$ cat config.mk
export PLATFORM = sky130hd
export DESIGN_NAME = aes_axis_block_packer
export DESIGN_NICKNAME = d
export VERILOG_FILES = /design/src/rtl/aes_axis_block_packer.sv
export SDC_FILE = /design/constraint.sdc
export NUM_CORES = 1
export LEC_CHECK = 0
export BUFFER_PORTS_ARGS = -buffer_cell sky130_fd_sc_hd__buf_2
export CAP_MARGIN = 0
export CORE_ASPECT_RATIO = 1.2
export CORE_MARGIN = 2
export CORE_UTILIZATION = 47
export DETAILED_ROUTE_END_ITERATION = 6
export PLACE_DENSITY = 0.73
export SETUP_SLACK_MARGIN = 0.4
export SYNTH_ARGS = -nofsm -noshare
export SYNTH_HDL_FRONTEND = slang
export SYNTH_SLANG_ARGS = --single-unit
export TNS_END_PERCENT = 1
$ cat constraint.sdc
create_clock -name s00_axis_aclk -period 3.1 [get_ports s00_axis_aclk]
set_input_delay 0.31 -clock s00_axis_aclk [delete_from_list [all_inputs] [get_ports s00_axis_aclk]]
set_output_delay 0.31 -clock s00_axis_aclk [all_outputs]
set_load 0.005 [all_outputs]
$ cat src/rtl/aes_axis_block_packer.sv
// rtl/aes_axis_block_packer.sv - packs 32-bit AXI-Stream words into padded 128-bit AES blocks
// Optional AES_PACK_BSWAP_EN: byte-reverse each input word before placement.
module aes_axis_block_packer #(
  parameter int         C_S_AXIS_TDATA_WIDTH = 32,
  parameter int         C_M_AXIS_TDATA_WIDTH = 128,
  parameter logic [7:0] PAD_BYTE             = 8'h00,
  parameter int         CNT_WIDTH            = 16
) (
  input  logic                              s00_axis_aclk,
  input  logic                              s00_axis_aresetn,
  input  logic [C_S_AXIS_TDATA_WIDTH-1:0]   s00_axis_tdata,
  input  logic                              s00_axis_tvalid,
  input  logic                              s00_axis_tlast,
  output logic                              s00_axis_tready,
  output logic [C_M_AXIS_TDATA_WIDTH-1:0]   m00_axis_tdata,
  output logic [C_M_AXIS_TDATA_WIDTH/8-1:0] m00_axis_tkeep,
  output logic                              m00_axis_tlast,
  output logic                              m00_axis_tvalid,
  input  logic                              m00_axis_tready,
  output logic [CNT_WIDTH-1:0]              blk_count
);

  typedef enum logic {FILL, HOLD} state_t;

  state_t      state, state_next;
  logic        running;
  logic [1:0]  wcnt;
  logic [31:0] asm_w [4];
  logic [31:0] cur_w [4];
  logic [31:0] word_in;
  logic [15:0] cur_keep, hold_keep;
  logic        hold_last;
  logic        accept, complete, slot_free;
  logic        load_new, load_held, stash;

`ifdef AES_PACK_BSWAP_EN
  assign word_in = {s00_axis_tdata[7:0], s00_axis_tdata[15:8],
                    s00_axis_tdata[23:16], s00_axis_tdata[31:24]};
`else
  assign word_in = s00_axis_tdata;
`endif

  // running keeps tready low until the first edge after reset release
  assign s00_axis_tready = running && (state == FILL);
  assign accept          = s00_axis_tvalid && s00_axis_tready;
  assign complete        = accept && ((wcnt == 2'd3) || s00_axis_tlast);
  assign slot_free       = !m00_axis_tvalid || m00_axis_tready;

  always_comb begin
    for (int i = 0; i < 4; i++) begin
      if (i < int'(wcnt))       cur_w[i] = asm_w[i];
      else if (i == int'(wcnt)) cur_w[i] = word_in;
      else                      cur_w[i] = {4{PAD_BYTE}};
    end
    case (wcnt)
      2'd0:    cur_keep = 16'hF000;
      2'd1:    cur_keep = 16'hFF00;
      2'd2:    cur_keep = 16'hFFF0;
      default: cur_keep = 16'hFFFF;
    endcase
  end

  always_ff @(posedge s00_axis_aclk or negedge s00_axis_aresetn) begin
    if (!s00_axis_aresetn) state <= FILL;
    else                   state <= state_next;
  end

  always_comb begin
    state_next = state;
    load_new   = 1'b0;
    load_held  = 1'b0;
    stash      = 1'b0;
    case (state)
      FILL: begin
        if (complete) begin
          if (slot_free) load_new = 1'b1;
          else begin
            stash      = 1'b1;
            state_next = HOLD;
          end
        end
      end
      HOLD: begin
        if (slot_free) begin
          load_held  = 1'b1;
          state_next = FILL;
        end
      end
      default: state_next = FILL;
    endcase
  end

  always_ff @(posedge s00_axis_aclk or negedge s00_axis_aresetn) begin
    if (!s00_axis_aresetn) begin
      running         <= 1'b0;
      wcnt            <= 2'd0;
      for (int k = 0; k < 4; k++) asm_w[k] <= 32'd0;
      hold_keep       <= 16'd0;
      hold_last       <= 1'b0;
      m00_axis_tdata  <= '0;
      m00_axis_tkeep  <= '0;
      m00_axis_tlast  <= 1'b0;
      m00_axis_tvalid <= 1'b0;
      blk_count       <= '0;
    end else begin
      running <= 1'b1;
      if (accept) begin
        if (complete) wcnt <= 2'd0;
        else begin
          wcnt        <= wcnt + 2'd1;
          asm_w[wcnt] <= word_in;
        end
      end
      // a block that cannot reach the output waits in the assembly slots
      if (stash) begin
        for (int k = 0; k < 4; k++) asm_w[k] <= cur_w[k];
        hold_keep <= cur_keep;
        hold_last <= s00_axis_tlast;
      end
      if (load_new) begin
        m00_axis_tdata <= {cur_w[0], cur_w[1], cur_w[2], cur_w[3]};
        m00_axis_tkeep <= cur_keep;
        m00_axis_tlast <= s00_axis_tlast;
      end else if (load_held) begin
        m00_axis_tdata <= {asm_w[0], asm_w[1], asm_w[2], asm_w[3]};
        m00_axis_tkeep <= hold_keep;
        m00_axis_tlast <= hold_last;
      end
      if (load_new || load_held) m00_axis_tvalid <= 1'b1;
      else if (m00_axis_tready)  m00_axis_tvalid <= 1'b0;
      if (m00_axis_tvalid && m00_axis_tready) blk_count <= blk_count + CNT_WIDTH'(1);
    end
  end

endmodule

# == Word-level counts from Yosys, hierarchy flattened ==
# Index checks and enable logic that the tools add are counted.
# op_classes
addsub,2
n_lt_le_gt_ge,5
n_eq_ne,7
muxes,31
n_bitwise,2
reduce_logical,15
# ops
cell,count
128-bit 2-to-1 mux,5
32-bit 2-to-1 mux,8
128-bit bitwise mux,1
32-bit demux with 2-bit select,1
12-bit case mux with 3 select lines,1
16-bit 2-to-1 mux,2
16-bit by 1-bit adder with 16-bit output (second input constant),1
1-bit 2-to-1 mux,11
2-bit nonzero test,3
1-bit logical AND,5
2-bit == test (first input constant),2
2-bit == test (second input constant),2
2-bit logical NOT,2
1-bit by 2-bit < comparator with 1-bit output (first input constant),2
3-bit greater-or-equal comparator (second input constant),1
1-bit logical OR,3
3-bit by 1-bit < comparator with 1-bit output (second input constant),1
2-bit inverter with 3-bit output,1
2-bit by 1-bit adder with 2-bit output (second input constant),1
1-bit by 2-bit == test with 1-bit output (first input constant),1
2-bit by 1-bit == test with 1-bit output (second input constant),1
2-bit < comparator (first input constant),1
2-bit 2-to-1 mux,1
2-bit by 1-bit inequality test with 1-bit output (second input constant),1
other kinds (4),4
# totals
reg_bits,311
input_bits,37
out_inout_bits,163
word_cells,76

# == Longest topological paths before layout ==
# depth
word_depth,9
mapped_depth,9
ltp_nobuf,6

# == Worst setup path before layout ==
# No wires, ideal clock.
# synth_path
path_kind,register -> register
from,register wcnt[1]
to,register asm_w[102] (netlist bit)
setup_ps,125
t_arrival_ps,1997
t_required_ps,2975
path_slack_ps,978
stages_incl_launch_ff,9
path_buffers,3
period_less_slack_ps,2122
path_cell_list,dfrtp_1 ha_1 buf_4 or2_1 buf_2 o21a_1 nor2_2 buf_6 mux2_2
# synth_via
elab_chain_len,9
elab_cells_between_ends,22
cone_classes,order compare: 3; eq/ne: 2; mux: 10; bitwise: 1; reduce/logical: 6
# synth_lines
element,line,rtl
start: declaration,27,logic [1:0] wcnt;
start signal: assignment,110,wcnt <= wcnt + 2'd1;
2-bit inverter with 3-bit output (not written as such),111,asm_w[wcnt] <= word_in;
3-bit greater-or-equal comparator (not written as such) / 3-bit by 1-bit < comparator with 1-bit output (equally long branches),111,
1-bit logical AND (not written as such),111,
32-bit 2-to-1 mux (not written as such),111,
32-bit demux with 2-bit select,111,
128-bit bitwise mux,111,
128-bit 2-to-1 mux,108,if (complete) wcnt <= 2'd0;
128-bit 2-to-1 mux,107,if (accept) begin
128-bit 2-to-1 mux,115,if (stash) begin
end signal: indexed assignment,111,
end: declaration,28,logic [31:0] asm_w [4];
# Parallel ways exist; a longest one is shown, timed or not. The select of a mux whose other input is x is not followed.
# A chain may end at the register's enable or synchronous reset.

# == Worst setup path in the final report ==
# layout_path
from,register state
to,register asm_w[38] (netlist bit)
# layout_via
elab_chain_len,8
elab_cells_between_ends,10
cone_classes,eq/ne: 1; mux: 3; bitwise: 1; reduce/logical: 5
# layout_lines
element,line,rtl
start: declaration,25,"state_t state, state_next;"
start signal: assignment,65,else state <= state_next;
1-bit inverter,n/a,
1-bit logical AND,44,assign s00_axis_tready = running && (state == FILL);
1-bit logical AND,45,assign accept = s00_axis_tvalid && s00_axis_tready;
1-bit logical AND,46,assign complete = accept && ((wcnt == 2'd3) || s00_axis_tlast);
1-bit 2-to-1 mux,75,if (complete) begin
1-bit 2-to-1 mux,73,case (state)
2-bit by 1-bit inequality test with 1-bit output (no source line) / 2-bit nonzero test (equally long branches),n/a,
2-bit AND reduction (no source line),n/a,
# Parallel ways exist; a longest one is shown, timed or not.

==> run summary <==
Yosys warning count: 0
Port buffer count: 199
H-tree lvl count: 1
Post-synthesis sequential area ratio: 0.563
Max Cap Viol: 0
Synthesized net count: 1,150
Worst rel slew slack: 0.173
VDD IR max: 0.432 mV
I/O pins: 200
Number of synthesized flops with an enable pin: 0
Largest area contributor in the netlist: dfrtp_1
Status: complete, no violations
Initial Utilization: 0.474
Final Power: 12.7 mW
Clock transition at path regs: 0.07 ns
Initial antenna violation count: 1
Worst-Margin Slew: 1.24 ns
Seq cells post-synth: 287
Post-route clock period utilization: 0.835
Avg Synthesized Cell Area: 11.5 um2
CP max-delay cell: and3_1
Skew final: 0.0123 ns
Cells along the critical path: and3b_1 -> buf_4 -> and3_1 -> a22o_1
Via density: 5.86
Lkg Pwr: 6.93 nW
CP arrival: 3.06 ns
Worst Hold Class: primary input to flip-flop
Worst Hold Slack: 0.102 ns
Cells after synthesis: 1,106
Pre-CTS setup slack: 0.521 ns
Power per cell area: 849 mW/mm2
Worst setup SP type: flip-flop
Initial DRC count: 651
Die extent in x: 154 um
Residual DRC: 0
Setup TNS: 0 ns
Clk sinks: 287
CTS root buf: clkbuf_16
Slew Viols, Final: 0
Fmax: 0.386 GHz
Worst-path fanout max: 32
Post-Route WL: 34,900 um
CTS Buffer Depth: 3
Core Footprint: 0.0269 mm2
Grt ovf: 0
Layout Cell Area excl Fill: 0.0150 mm2
Mapped Area: 0.0128 mm2
Fraction of layout cells with a size suffix above 1: 0.269
Pre-antenna DRT Iters: 5
Seq. cell area: 0.00718 mm2
Number of global-route vias before repair: 9,456
Nets: 1,311
Row count: 66
Slack of the critical path: 0.513 ns
Final ANT Viol Nets: 0
Die area: 0.0285 mm2
Die height: 184 um
CP max stage delay: 1.03 ns
Cell variety after synth: 49
First-pass GRT wire length: 54,400 um
ANT cells: 0
Commonest non-fill, non-tap cell in the layout: dfrtp_1
Multi-input logic area: 0.00501 mm2
Fillers: 2,331
Ys async rst share: 1.00
Clock buffer count from CTS: 28
Area share of the leading cell type in the synthesized netlist: 0.563
GRT Overall Usage: 0.243
Placed cell count: 1,576
Min cycle time layout: 2.59 ns
Synth-to-layout area growth: 17.5%
Synth Flop Type: dfrtp_1
Endpoints failing setup: 0
Post-DP HPWL: 23,100 um
Fin cells: 1,628
Crit-path leading delay family: simple AND/OR/NAND/NOR gates
Hold Vio Cnt, Final: 0
GP Congestion: 0.818
Largest cells by area after synthesis: dfrtp_1, a2bb2oi_1, a22o_1, mux2_2, mux2i_1
Commonest cells after routing, fill and taps aside: dfrtp_1, buf_2, nand2_1
Crit path buffers/inverters: 1
DR vias: 9,540
Kind of critical path: flip-flop to flip-flop
RSZ-0062 raised after global routing: yes
Dpl cell area: 0.0140 mm2
Largest net degree at the start of global routing: 91
Latest clock arrival within the worst-skew pair: 0.54 ns
Final design utilization: 0.557
CTS tree: yes
WP data required: 3.57 ns
CP Capture Type: flip-flop
Post-DR wirelength/cell: 21.4 um
[sequential cells by signal, indices dropped and copies added (netlist names)]
name / cells
hold_last: 1
hold_keep: 4
blk_count: 16
running: 1
m00_axis_tlast: 1
m00_axis_tdata: 128
m00_axis_tvalid: 1
wcnt: 2
asm_w: 128
state: 1
m00_axis_tkeep: 4
[path summary, 6_finish.rpt]
check                                endpoint              from  cells after the start  slack [ns]
setup reg to reg                    asm_w[38]             state                      4        0.51
hold reg to reg                 blk_count[15]     blk_count[15]                      1        0.47
setup / recovery                    asm_w[38]             state                      4        0.51
hold / removal                 m00_axis_tlast    s00_axis_tlast                      3        0.10
max in group asynchronous  m00_axis_tdata[77]  s00_axis_aresetn                      3        1.64
min in group asynchronous  m00_axis_tdata[31]  s00_axis_aresetn                      2        0.38
[synth_stat cells (2+ instances only)]
cell type,count
buf_4,20
nand2b_1,21
nor3_4,2
a21oi_4,3
clkbuf_1,43
a21boi_0,7
mux2_1,5
a2bb2oi_1,66
buf_2,32
a22o_1,64
inv_1,18
o22ai_1,27
nor2b_1,23
and4_1,3
o2bb2ai_1,19
o21ai_1,6
a21oi_1,22
dfrtp_1,287
and3_1,4
buf_1,4
buf_6,4
nor4_1,3
nor2_1,11
a31oi_1,6
nand2_1,120
o22a_1,25
o21ai_0,76
mux2i_1,49
nand4_1,9
mux2_2,46
nand3_1,15
xor2_1,2
ha_1,7
xnor2_1,13
and2_1,30
[layer usage]
layer / vias up / track usage / wire (um)
li1: 4276 / - / -
met1: 4874 / 0.335 / 15000
met2: 321 / 0.386 / 16400
met3: 67 / 0.0517 / 2300
met4: 2 / 0.0804 / 1120
met5: - / 0 / 11
[logic make-up after synthesis]
family / synth area share
and+or+nand+nor: 0.103
DFF: 0.563
xor gates and xnor gates: 0.0103
other: 0.000294
muxes: 0.0835
AOI/OAI and AO/OA: 0.186
buffers and inverters: 0.0470
adders and majority gates: 0.00687
[cell type report]
| cell class | instances | area share |
|---|---|---|
| repair buffers | 234 | 0.0890 |
| flip-flops and latches | 287 | 0.479 |
| well taps | 340 | 0.0284 |
| clock inverters | 17 | 0.0134 |
| multi-input cells | 698 | 0.334 |
| inverters | 18 | 0.00451 |
| clock buffers | 34 | 0.0510 |
[repair_timing]
| item | in CTS | in global routing |
|---|---|---|
| endpoints found under the setup margin | 0 | 14 |
| resized for setup | 0 | 1 |
| endpoints found under the hold margin | 85 | 0 |
| hold buffers | 1 | 0 |
| buffers inserted | 0 | 0 |
[worst reg2reg max path, stage by stage, from the launching register on]
cell     delay, ns
dfrtp_1       0.58
and3b_1       0.38
buf_4         0.27
and3_1        1.03
a22o_1        0.27
[report_power, final]
| group | internal [mW] | switching (mW) |
|---|---|---|
| Combinational | 1.82 | 1.45 |
| Clock | 2.09 | 1.47 |
| Sequential | 5.04 | 0.838 |
(Power assumes the default switching activity.)
